### src/rtl/game_pkg.sv
// Shared game definitions: projectile channel states, health limits,
// winner encodings and the saturating health update.
package game_pkg;

  typedef enum logic [1:0] {
    CH_IDLE = 2'd0,
    CH_FLY  = 2'd1,
    CH_COOL = 2'd2
  } chan_state_t;

  localparam logic [6:0] HEALTH_MAX = 7'd100;

  localparam logic [1:0] WIN_NONE = 2'b00;
  localparam logic [1:0] WIN_P1   = 2'b01;
  localparam logic [1:0] WIN_P2   = 2'b10;
  localparam logic [1:0] WIN_BOTH = 2'b11;

  // Shared width for the grace and cooldown frame counter.
  localparam int CNT_W = 16;

  // A hit never drives health negative: anything at or below the damage
  // amount lands on zero.
  function automatic logic [6:0] health_after_hit(input logic [6:0] health,
                                                  input logic [6:0] damage);
    if (health <= damage) begin
      return 7'd0;
    end else begin
      return health - damage;
    end
  endfunction

endpackage

### src/rtl/proj_chan.sv
// One player's projectile channel: fire edge detector, IDLE/FLY/COOL
// state machine, shared grace/cooldown counter and hitbox/bounds compare.
module proj_chan
  import game_pkg::*;
#(
  parameter int COOLDOWN_FRAMES = 30,
  parameter int HIT_W           = 40,
  parameter int X_MAX           = 630,
  parameter int GRACE           = 2
) (
  input  logic       frame_clk,
  input  logic       Reset,
  input  logic       startscreen,
  input  logic       ko,
  input  logic       shoot,
  input  logic [9:0] ball_x,
  input  logic [9:0] target_x,
  output logic       flying,
  output logic       hit
);

  chan_state_t state, state_next;
  logic [CNT_W-1:0] frame_cnt, frame_cnt_next;
  logic shoot_q;
  logic fire;
  logic in_grace;
  logic in_hitbox;
  logic out_of_bounds;
  logic [10:0] ball_x11;
  logic [10:0] hit_lo;
  logic [10:0] hit_hi;

  // Widening to 11 bits keeps a hitbox near the right edge from wrapping.
  assign ball_x11      = {1'b0, ball_x};
  assign hit_lo        = {1'b0, target_x};
  assign hit_hi        = hit_lo + 11'(HIT_W - 1);
  assign in_hitbox     = (ball_x11 >= hit_lo) && (ball_x11 <= hit_hi);
  assign out_of_bounds = ball_x11 > 11'(X_MAX);
  assign in_grace      = frame_cnt < CNT_W'(GRACE);
  assign fire          = shoot & ~shoot_q;
  assign flying        = (state == CH_FLY);

  // Previous shoot sample; keeps running through startscreen so a held
  // button cannot fire when the match begins.
  always_ff @(posedge frame_clk) begin
    if (Reset) begin
      shoot_q <= 1'b0;
    end else begin
      shoot_q <= shoot;
    end
  end

  // State and frame counter registers.
  always_ff @(posedge frame_clk) begin
    if (Reset) begin
      state     <= CH_IDLE;
      frame_cnt <= '0;
    end else begin
      state     <= state_next;
      frame_cnt <= frame_cnt_next;
    end
  end

  // Next-state logic; a hit outranks leaving the screen, and ko ends any flight.
  always_comb begin
    state_next     = state;
    frame_cnt_next = frame_cnt;
    hit            = 1'b0;
    if (startscreen) begin
      state_next     = CH_IDLE;
      frame_cnt_next = '0;
    end else begin
      unique case (state)
        CH_IDLE: begin
          if (fire && !ko) begin
            state_next     = CH_FLY;
            frame_cnt_next = '0;
          end
        end
        CH_FLY: begin
          if (ko) begin
            state_next     = CH_IDLE;
            frame_cnt_next = '0;
          end else if (in_grace) begin
            frame_cnt_next = frame_cnt + CNT_W'(1);
          end else if (in_hitbox) begin
            hit            = 1'b1;
            state_next     = CH_COOL;
            frame_cnt_next = '0;
          end else if (out_of_bounds) begin
            state_next     = CH_COOL;
            frame_cnt_next = '0;
          end
        end
        CH_COOL: begin
          if (frame_cnt >= CNT_W'(COOLDOWN_FRAMES - 1)) begin
            state_next     = CH_IDLE;
            frame_cnt_next = '0;
          end else begin
            frame_cnt_next = frame_cnt + CNT_W'(1);
          end
        end
        default: begin
          state_next     = CH_IDLE;
          frame_cnt_next = '0;
        end
      endcase
    end
  end

endmodule

### src/rtl/projectile_ctrl.sv
// Two-player projectile controller: one proj_chan per player, plus the
// health bookkeeping, collision pulses and ko/winner flags.
module projectile_ctrl
  import game_pkg::*;
#(
  parameter int COOLDOWN_FRAMES = 30,
  parameter int HIT_W           = 40,
  parameter int X_MAX           = 630,
  parameter int DAMAGE          = 10,
  parameter int GRACE           = 2
) (
  input  logic       frame_clk,
  input  logic       Reset,
  input  logic       startscreen,
  input  logic       shoot,
  input  logic       shoot2,
  input  logic [9:0] SpriteX,
  input  logic [9:0] SpriteX2,
  input  logic [9:0] BallX,
  input  logic [9:0] BallX2,
  output logic       flying,
  output logic       flying2,
  output logic       ballcollision,
  output logic       ballcollision2,
  output logic [6:0] Health,
  output logic [6:0] Health2,
  output logic       ko,
  output logic [1:0] winner
);

  localparam logic [6:0] DMG = 7'(DAMAGE);

  logic hit1;
  logic hit2;

  proj_chan #(
    .COOLDOWN_FRAMES(COOLDOWN_FRAMES),
    .HIT_W          (HIT_W),
    .X_MAX          (X_MAX),
    .GRACE          (GRACE)
  ) u_chan1 (
    .frame_clk  (frame_clk),
    .Reset      (Reset),
    .startscreen(startscreen),
    .ko         (ko),
    .shoot      (shoot),
    .ball_x     (BallX),
    .target_x   (SpriteX2),
    .flying     (flying),
    .hit        (hit1)
  );

  proj_chan #(
    .COOLDOWN_FRAMES(COOLDOWN_FRAMES),
    .HIT_W          (HIT_W),
    .X_MAX          (X_MAX),
    .GRACE          (GRACE)
  ) u_chan2 (
    .frame_clk  (frame_clk),
    .Reset      (Reset),
    .startscreen(startscreen),
    .ko         (ko),
    .shoot      (shoot2),
    .ball_x     (BallX2),
    .target_x   (SpriteX),
    .flying     (flying2),
    .hit        (hit2)
  );

  // Collision pulses and health land together; both sides can be hit at once.
  always_ff @(posedge frame_clk) begin
    if (Reset || startscreen) begin
      Health         <= HEALTH_MAX;
      Health2        <= HEALTH_MAX;
      ballcollision  <= 1'b0;
      ballcollision2 <= 1'b0;
    end else begin
      ballcollision  <= hit1;
      ballcollision2 <= hit2;
      if (hit1) begin
        Health2 <= health_after_hit(Health2, DMG);
      end
      if (hit2) begin
        Health <= health_after_hit(Health, DMG);
      end
    end
  end

  // ko and winner trail the registered health values by one frame.
  always_ff @(posedge frame_clk) begin
    if (Reset || startscreen) begin
      ko     <= 1'b0;
      winner <= WIN_NONE;
    end else begin
      ko <= (Health == 7'd0) || (Health2 == 7'd0);
      case ({Health == 7'd0, Health2 == 7'd0})
        2'b01:   winner <= WIN_P1;
        2'b10:   winner <= WIN_P2;
        2'b11:   winner <= WIN_BOTH;
        default: winner <= WIN_NONE;
      endcase
    end
  end

endmodule

### config.mk
export PLATFORM = sky130hd
export DESIGN_NAME = projectile_ctrl
export DESIGN_NICKNAME = d
export VERILOG_FILES = /design/src/rtl/game_pkg.sv /design/src/rtl/proj_chan.sv /design/src/rtl/projectile_ctrl.sv
export SDC_FILE = /design/constraint.sdc
export NUM_CORES = 1
export LEC_CHECK = 0
export CAP_MARGIN = 20
export CORE_MARGIN = 4
export CORE_UTILIZATION = 54
export DETAILED_ROUTE_END_ITERATION = 7
export GPL_TIMING_DRIVEN = 0
export PLACE_DENSITY = 0.92
export RECOVER_POWER = 100
export SLEW_MARGIN = 20
export SYNTH_ARGS = -nofsm -noshare
export SYNTH_HDL_FRONTEND = slang
export SYNTH_SLANG_ARGS = --single-unit
### constraint.sdc
create_clock -name frame_clk -period 4.41 [get_ports frame_clk]
set_input_delay 0.6615 -clock frame_clk [delete_from_list [all_inputs] [get_ports frame_clk]]
set_output_delay 0.6615 -clock frame_clk [all_outputs]
set_load 0.05 [all_outputs]
==> impl_metrics.yaml, run 1 <==
status:
  status: "completed"
yosys:
  synth-simple-area-share: 0.2454
  synth-compound-area-share: 0.1907
  synth_cell_types: 49
  synth_area_per_cell_um2: 8.276
  synthArstFlopShare: 0
  synth-seq-cells: 55
  ys.warnings.count: 0
  synth_top_family_by_area: "simple AND/OR/NAND/NOR gates"
  synth_fa_ha_area_frac: 0.1845
  synthXorXnorAreaFrac: 0.03689
  syn_area_um2: 3799
  synthMuxAreaShare: 0.002635
  ys_seq_area_frac: 0.2899
  ys.flop_type: "dfxtp_1"
  netlist_instances: 459
  synth-edff-count: 0
layout:
  drive_gt1_frac: 0.04143
  finalNonFillerCells: 627
  finish.utilization: 0.6857
  syn2layout_area_growth_pct: 23.32
  register_area_um2: 1101
  antennaDiodeCount: 0
  multi_input_area_um2: 2549
  fin_nets: 631
  fillers: 565
drt:
  drt_wl_total_um: 9152
  drc: 0
  first_pass_iters: 6
  vias: 3698
  viasPerCell: 5.898
  ant_nets: 0
  drtIter0Drc: 264
  wl_per_cell_um: 14.60
worst_setup_path:
  crit_chain: "clkdlybuf4s50_1 > inv_1 > or3_1 > nand2_1 > nand2_1 > xnor2_1 > ha_1 > nand4_1 > or3_1 > o221ai_1 > o221ai_2 > or3_1 > clkbuf_1 > o41ai_2 > nand3_1"
  crit_fanout: 10
  worstSetupStartpointType: "input port"
  cp.required_ns: 4.59
  end_kind: "flip-flop"
  path_class: "in2reg"
  critPathLaunch: "SpriteX2[3]"
  cpPeakStageDelay_ns: 0.51
  crit_path_frequent_cell: "or3_1"
  worst_path_max_delay_cell: "clkdlybuf4s50_1"
  r2r-start: "u_chan1.frame_cnt[1]"
  arrival_ns: 4.37
placement:
  post-dp-hpwl_um: 7269
  post-place-ws_ns: -0.1157
  place.gp.congestion: 0.8740
  port_buffers: 63
  dp_cells: 619
die:
  die_h_um: 91.87
  dieArea_um2: 8440
  fp.dieW_um: 91.87
  rows: 30
  pin_count: 66
  start_util: 0.5560
  core-area_um2: 6832
sta:
  hold_ws_ns: 0.4826
  maxSlewViolCount: 0
  finClkSkew_ns: 0.01712
  setup_ws_ns: 0.2171
  maxSlewHeadroom: 0.5890
  fin_crit_ns: 4.193
  tightestPinTransition_ns: 0.6165
  period_share: 0.9508
  rsz0062_at_grt: "no"
  hold_viol_final: 0
  setup_viol: 0
  fmax_mhz: 238.5
clock_network:
  clock_path_buffers: 2
  postCtsHoldBufs: 0
  htreeDepth: 2
  cts_buffers: 5
  clock-sinks: 55
  root_buffer: "clkbuf_8"
  cts.reportedPaths.clkPinSlew_ns: 0.10
  cts_resized: 0
  clock_latency_ns: 0.31
  cts_setup_buffers: 0
  cts_tree: "built"
worst_hold_path:
  hp-start: "u_chan1.frame_cnt[14]"
  hp-class: "reg2reg"
global_route:
  grtUsageTotal: 0.2130
  grt_pass1_vias: 3623
  grt_pass1_wl_um: 15210
  grt.overflow.total: 0
  grt_max_degree: 18
  antenna_found_initial: 0
power:
  p_leak_nw: 1.892
  ir_worst_vdd_mv: 0.1357
  power_density_nw_per_um2: 228.5
flow_run:
  cap_violations: 0
per-layer routing:
layer / GRT usage / vias up / share of wire
met3: 0.03199 / 26 / 0.054
met2: 0.4075 / 150 / 0.51
met4: 0.07550 / 0 / 0.028
met5: 0 / - / 0
met1: 0.2358 / 1704 / 0.41
li1: - / 1818 / -
report_power, final:
part	internal (W)	switching [W]	total (W)
logic	0.000124	0.000148	0.000272
clock network	0.000129	0.000167	0.000296
registers	0.000500	0.00000247	0.000503
critical path: cells and delay by family:
| kind | cells | cell delay, ns |
|---|---|---|
| and+or+nand+nor | 7 | 1.76 |
| buffers and inverters | 3 | 0.86 |
| AOI/OAI and AO/OA | 3 | 0.64 |
| adders and majority gates | 1 | 0.31 |
| xor gates and xnor gates | 1 | 0.14 |
synth_stat cells (2+ instances only):
| library cell | number | area (µm²) |
|---|---|---|
| a21o_1 | 5 | 37.54 |
| o221ai_1 | 3 | 26.28 |
| a2111o_1 | 2 | 22.52 |
| o211ai_1 | 4 | 30.03 |
| nor2b_1 | 9 | 56.30 |
| and2_1 | 19 | 118.9 |
| dfxtp_1 | 55 | 1101 |
| or2_2 | 3 | 18.77 |
| a211oi_1 | 11 | 82.58 |
| or3_1 | 14 | 87.58 |
| o21ai_0 | 14 | 70.07 |
| nand2b_1 | 10 | 62.56 |
| xnor2_1 | 16 | 140.1 |
| nand3b_1 | 4 | 30.03 |
| or4_1 | 5 | 37.54 |
| a41oi_1 | 3 | 26.28 |
| o31ai_1 | 2 | 15.01 |
| o311ai_0 | 2 | 17.52 |
| o21a_1 | 6 | 45.04 |
| nand4_1 | 9 | 56.30 |
| a21boi_0 | 8 | 60.06 |
| nand3_1 | 20 | 100.1 |
| buf_2 | 2 | 10.01 |
| o22ai_1 | 4 | 25.02 |
| nor4_1 | 8 | 50.05 |
| o32ai_1 | 3 | 26.28 |
| ha_1 | 56 | 700.7 |
| nor3_1 | 10 | 50.05 |
| clkbuf_1 | 7 | 26.28 |
| nor2_1 | 26 | 97.59 |
| a31oi_1 | 8 | 50.05 |
| nand2_1 | 38 | 142.6 |
| a21oi_1 | 21 | 105.1 |
| buf_4 | 2 | 15.01 |
| inv_1 | 36 | 135.1 |
sequential cells by signal, summed over array words and instances (netlist names):
signal / flops
ko: 1
ballcollision: 1
Health2: 6
Health: 6
u_chan1.state: 2
ballcollision2: 1
u_chan2.state: 2
u_chan1.shoot_q: 1
u_chan2.shoot_q: 1
winner: 2
u_chan1.frame_cnt: 16
u_chan2.frame_cnt: 16
area by class of cell:
class	count	share of cell area
repair buffers	63	0.1346
plain buffers	11	0.01122
clock inverters	2	0.002938
well taps	96	0.02564
inverters	36	0.02885
clock buffers	6	0.01763
flip-flops and latches	55	0.2350
multi-input cells	358	0.5441
per-stage QoR:
step           area [µm²]  setup TNS [ns]   power, W
6_report             4684               0   0.001071
5_1_grt              4684               0   0.001122
4_1_cts              4649               0   0.001067
3_5_place_dp         4553         -0.8150  0.0007788
3_3_place_gp         4553         -0.1698  0.0007668
2_1_floorplan        3802               0  0.0006815
layout by cell type, fill, tap and decap left out, types with 3 or more instances in the layout:
cell type,synthesis,final
a21o_1,5,5
nor2b_1,9,9
or2_2,3,3
ha_1,56,56
dfxtp_1,55,55
o22ai_1,4,4
clkdlybuf4s50_1,0,43
clkbuf_8,0,6
o211ai_1,4,4
nand3b_1,4,4
a31oi_1,8,6
a211oi_1,11,11
and2_0,0,12
nand2b_1,10,10
nor2_1,26,26
and2_1,19,7
o32ai_1,3,3
dlygate4sd3_1,0,20
xnor2_1,16,16
inv_1,36,36
or3_1,14,14
nor4_1,8,8
nand3_1,20,20
o21ai_0,14,14
clkbuf_1,7,6
o21a_1,6,6
nor3_1,10,10
nand4_1,9,9
or4_1,5,5
nand2_1,38,38
a21boi_0,8,8
a21oi_1,21,21
kinds of logic (layout without fill, tap and decap cells):
kind of cell | count (synthesis) | in the layout
and+or+nand+nor | 178 | 178
AOI/OAI and AO/OA | 105 | 105
adders and majority gates | 56 | 56
DFF | 55 | 55
buffers and inverters | 47 | 118
xor gates and xnor gates | 16 | 16
other | 1 | 2
muxes | 1 | 1
worst paths after layout:
path	depth (start not counted)	endpoint	slack (ns)
min reg2reg	1	u_chan1.frame_cnt[14]	0.48
min	1	u_chan1.frame_cnt[14]	0.48
max reg2reg	7	u_chan1.frame_cnt[13]	2.00
max	15	Health2[6]	0.22
Note: power is estimated with default switching activity, not from simulation.
==> run 2: changes to the inputs <==
- RECOVER_POWER: 100 -> 25
==> impl_metrics.yaml, run 2 (synthesized netlist as in run 1, its figures left out) <==
worst_setup_path:
  critPathLaunch: "SpriteX2[3]"
  path_class: "in2reg"
  arrival_ns: 4.39
  ff2ff_setup_slack_ns: 2.15
  crit_fanout: 10
  end_kind: "flip-flop"
  worst_path_max_delay_cell: "clkdlybuf4s50_1"
  worst-path-buf-inv: 3
  crit_chain: "clkdlybuf4s50_1 > inv_1 > or3_1 > nand2_1 > nand2_1 > xnor2_1 > ha_1 > nand4_1 > or3_1 > o221ai_1 > o221ai_2 > or3_1 > clkbuf_1 > o41ai_2 > nand3_1"
  worstReg2RegEnd: "u_chan1.frame_cnt[13]"
  reg2reg_depth: 7
  r2r-start: "u_chan1.frame_cnt[2]"
  cpPeakStageDelay_ns: 0.51
  worstSetupStartpointType: "input port"
  cp.required_ns: 4.59
  cp_top_family: "simple AND/OR/NAND/NOR gates"
  crit_path_frequent_cell: "or3_1"
sta:
  maxSlewHeadroom: 0.5910
  hold_viol_final: 0
  period_share: 0.9546
  finalSetupTns_ns: 0
  tightestPinTransition_ns: 0.6136
  fmax_mhz: 237.6
  setup_viol: 0
  finClkSkew_ns: 0.01714
  fin_crit_ns: 4.210
  maxSlewViolCount: 0
clock_network:
  cts_buffers: 5
  root_buffer: "clkbuf_8"
  cts_tree: "built"
  clock-sinks: 55
  clock_latency_ns: 0.32
  cts_setup_buffers: 0
  clock_path_buffers: 2
  cts.reportedPaths.clkPinSlew_ns: 0.10
  htreeDepth: 2
layout:
  fin_area_um2: 4688
  fillers: 563
  final_cell_mix: "56 x ha_1, 55 x dfxtp_1, 49 x clkdlybuf4s50_1, 38 x nand2_1, 36 x inv_1"
  fin_nets: 631
  finalNonFillerCells: 627
  drive_gt1_frac: 0.04331
  antennaDiodeCount: 0
  syn2layout_area_growth_pct: 23.42
  layout_commonest_cell: "ha_1"
  top_regs: "u_chan1.frame_cnt (16), u_chan2.frame_cnt (16)"
flow_run:
  cap_violations: 0
drt:
  ant_nets: 0
  first_pass_iters: 6
  vias: 3702
  drt_wl_total_um: 9210
  wl_per_cell_um: 14.69
  drc: 0
  drtIter0Drc: 256
  viasPerCell: 5.904
global_route:
  antenna_found_initial: 0
  grt_pass1_vias: 3623
  grt_max_degree: 18
  grt.overflow.total: 0
  grt_pass1_wl_um: 15210
  grtUsageTotal: 0.2130
placement:
  post-dp-hpwl_um: 7269
  placed_area_um2: 4553
  dp_cells: 619
  place.gp.congestion: 0.8740
  port_buffers: 63
power:
  power_density_nw_per_um2: 228.9
  p_leak_nw: 1.884
  ir_worst_vdd_mv: 0.1354
  fin_total_pwr_w: 0.001073
worst_hold_path:
  holdPathStages: 1
  hp-start: "u_chan1.frame_cnt[14]"
  whs_endpoint: "u_chan1.frame_cnt[14]"
  hp-class: "reg2reg"
die:
  pin_count: 66
  start_util: 0.5560
  core-area_um2: 6832
  dieArea_um2: 8440
  rows: 30
  die_h_um: 91.87
  fp.dieW_um: 91.87
status:
  status: "completed"
## run 2: cell types whose count changed in the layout (fill, tap and decap cells not counted)
cell | before | now
dlygate4sd3_1 | 20 | 14
clkdlybuf4s50_1 | 43 | 49
a21oi_2 | 0 | 1
a21oi_1 | 21 | 20
and2_1 | 7 | 19
and2_0 | 12 | 0
## run 2: power breakdown
group | total (W) | internal, W | switching [W] | leakage, nW
combinational | 0.000274 | 0.000125 | 0.000149 | 1.39
clock | 0.000296 | 0.000129 | 0.000168 | 0.0516
sequential | 0.000503 | 0.000500 | 0.00000250 | 0.444
total | 0.00107 | 0.000754 | 0.000319 | 1.88
## run 2: through the flow
| stage | util | worst slack (ns) | hold slack [ns] |
|---|---|---|---|
| 2_1_floorplan | - | 0.7647 | 0.4311 |
| 3_3_place_gp | 0.6665 | -0.05441 | 0.4517 |
| 3_5_place_dp | 0.6665 | -0.1157 | 0.4492 |
| 4_1_cts | 0.6806 | 0.1575 | 0.4779 |
| 5_1_grt | 0.6863 | -0.002311 | 0.4942 |
| 6_report | 0.6863 | 0.2004 | 0.4788 |
## run 2: final cells by class
cell class	instances	area [µm²]	area share
Multi-Input combinational cell	358	2552	0.5444
Buffer	11	52.55	0.01121
Sequential cell	55	1101	0.2349
Clock buffer	6	82.58	0.01761
Clock inverter	2	13.76	0.002936
Inverter	36	135.1	0.02882
Tap cell	96	120.1	0.02562
Timing Repair Buffer	63	630.6	0.1345
## run 2: repair_timing
action,CTS,global route
resized for setup,0,8
endpoints found under the setup margin,0,11
hold buffers,0,0
## run 2: worst max path at each step
stage                     slack, ns  depth (start not counted)               endpoint
after floorplan                0.76                         14              Health[4]
after global placement        -0.05                         16             Health2[6]
after detailed placement      -0.12                         16             Health2[6]
after CTS                      0.16                         16  u_chan1.frame_cnt[13]
after global routing         -0.002                         15             Health2[6]
final                          0.20                         15             Health2[6]
## run 2: metal layers
layer | wire [µm] | share of wire | GRT usage | vias up
li1 | - | - | - | 1814
met1 | 3787 | 0.41 | 0.2358 | 1701
met2 | 4625 | 0.50 | 0.4075 | 161
met3 | 544 | 0.059 | 0.03199 | 26
met4 | 251 | 0.027 | 0.07550 | 0
met5 | 0 | 0 | 0 | -
==> run 3: changes to the inputs <==
- CORE_UTILIZATION: 54 -> 51
- PLACE_DENSITY: 0.92 -> 0.88
==> impl_metrics.yaml, run 3 (synthesized netlist as in run 1, its figures left out) <==
worst_setup_path:
  crit_path_frequent_cell: "or3_1"
  arrival_ns: 4.35
  worstReg2RegEnd: "u_chan1.frame_cnt[3]"
  cp_top_family: "simple AND/OR/NAND/NOR gates"
  cpPeakStageDelay_ns: 0.51
  worst-path-buf-inv: 3
  cp.required_ns: 4.59
  r2r-start: "u_chan1.frame_cnt[7]"
  end_kind: "flip-flop"
  crit_chain: "clkdlybuf4s50_1 > inv_1 > or3_1 > nand2_1 > nand2_1 > xnor2_1 > ha_1 > nand4_1 > or3_1 > o221ai_1 > o221ai_2 > or3_1 > clkbuf_2 > o41ai_1 > nand3_1"
  crit_fanout: 10
  worst_path_max_delay_cell: "clkdlybuf4s50_1"
  reg2reg_depth: 7
  ff2ff_setup_slack_ns: 2.24
  worstSetupStartpointType: "input port"
  path_class: "in2reg"
die:
  pin_count: 66
  rows: 31
  core-area_um2: 7253
  start_util: 0.5237
  fp.dieW_um: 94.31
  die_h_um: 94.31
  dieArea_um2: 8893
layout:
  drive_gt1_frac: 0.04331
  fin_nets: 631
  final_cell_mix: "56 x ha_1, 55 x dfxtp_1, 48 x clkdlybuf4s50_1, 38 x nand2_1, 36 x inv_1"
  finish.utilization: 0.6455
  top_regs: "u_chan1.frame_cnt (16), u_chan2.frame_cnt (16)"
  layout_commonest_cell: "ha_1"
  fillers: 636
  antennaDiodeCount: 0
  syn2layout_area_growth_pct: 23.25
sta:
  fin_crit_ns: 4.169
  maxSlewViolCount: 0
  tightestPinTransition_ns: 0.5530
  maxSlewHeadroom: 0.6282
  finalSetupTns_ns: 0
  setup_viol: 0
  hold_ws_ns: 0.4770
  period_share: 0.9454
  finClkSkew_ns: 0.005786
  fmax_mhz: 239.8
  rsz0062_at_grt: "no"
  hold_viol_final: 0
drt:
  first_pass_iters: 5
  vias: 3644
  viasPerCell: 5.784
  ant_nets: 0
  drc: 0
  wl_per_cell_um: 14.46
  drt_wl_total_um: 9112
  drtIter0Drc: 160
global_route:
  grtUsageTotal: 0.2073
  grt_max_degree: 18
  grt.overflow.total: 0
  antenna_found_initial: 0
  grt_pass1_wl_um: 15260
  grt_pass1_vias: 3571
clock_network:
  clock-sinks: 55
  cts.reportedPaths.clkPinSlew_ns: 0.10
  cts_resized: 0
  htreeDepth: 2
  clock_latency_ns: 0.32
  root_buffer: "clkbuf_8"
  cts_buffers: 5
  cts_setup_buffers: 0
  clock_path_buffers: 2
  postCtsHoldBufs: 0
  cts_tree: "built"
placement:
  port_buffers: 63
  place.gp.congestion: 0.9252
  post-dp-hpwl_um: 7389
power:
  p_leak_nw: 1.865
  ir_worst_vdd_mv: 0.1057
  power_density_nw_per_um2: 225.7
  fin_total_pwr_w: 0.001057
worst_hold_path:
  holdPathStages: 1
  hp-class: "reg2reg"
  hp-start: "u_chan1.frame_cnt[14]"
  whs_endpoint: "u_chan1.frame_cnt[14]"
flow_run:
  cap_violations: 0
status:
  status: "completed"
-- run 3: worst register-to-register path, stage by stage (launching register included) --
cell and delay (ns):
dfxtp_1 0.34, nor4_1 0.41, a41o_1 0.26, nor2b_1 0.06, a21oi_2 0.28, clkbuf_1 0.36, a21oi_1 0.13, a311oi_1 0.24
-- run 3: area by class of cell --
cell class	count	area (µm²)	share of cell area
Buffer	11	52.55	0.01122
Clock buffer	5	68.82	0.01470
Clock inverter	3	20.02	0.004276
Inverter	36	135.1	0.02886
Multi-Input combinational cell	358	2550	0.5446
Sequential cell	55	1101	0.2352
Tap cell	99	123.9	0.02646
Timing Repair Buffer	63	630.6	0.1347
-- run 3: routing by layer --
layer / wire length (µm) / track usage
met4: 149 / 0.06498
met2: 4697 / 0.3883
met5: 0 / 0
met3: 457 / 0.02564
met1: 3807 / 0.2435
-- run 3: report_power, final --
group	total, W	leakage, nW	switching (W)	internal (W)
combinational	0.000273	1.38	0.000149	0.000124
sequential	0.000503	0.444	0.00000260	0.000500
clock	0.000281	0.0402	0.000170	0.000111
-- run 3: worst max-delay path by stage --
stage | startpoint | to | slack (ns) | cells after the start
final | SpriteX2[3] | Health2[6] | 0.24 | 15
after global routing | SpriteX[0] | Health[4] | 0.02 | 15
after CTS | SpriteX2[0] | Health2[6] | 0.09 | 16
after detailed placement | SpriteX2[0] | Health2[6] | -0.23 | 16
after global placement | SpriteX[0] | Health[4] | -0.05 | 15
after floorplan | SpriteX[0] | Health[4] | 0.76 | 14
-- run 3: through the flow --
stage | cell area (µm²) | std cells | worst slack [ns]
3_5_place_dp | 4557 | 622 | -0.2282
3_3_place_gp | 4557 | 622 | -0.05200
6_report | 4682 | 630 | 0.2406
5_1_grt | 4682 | 630 | 0.01690
2_1_floorplan | 3802 | 460 | 0.7647
4_1_cts | 4646 | 630 | 0.09000
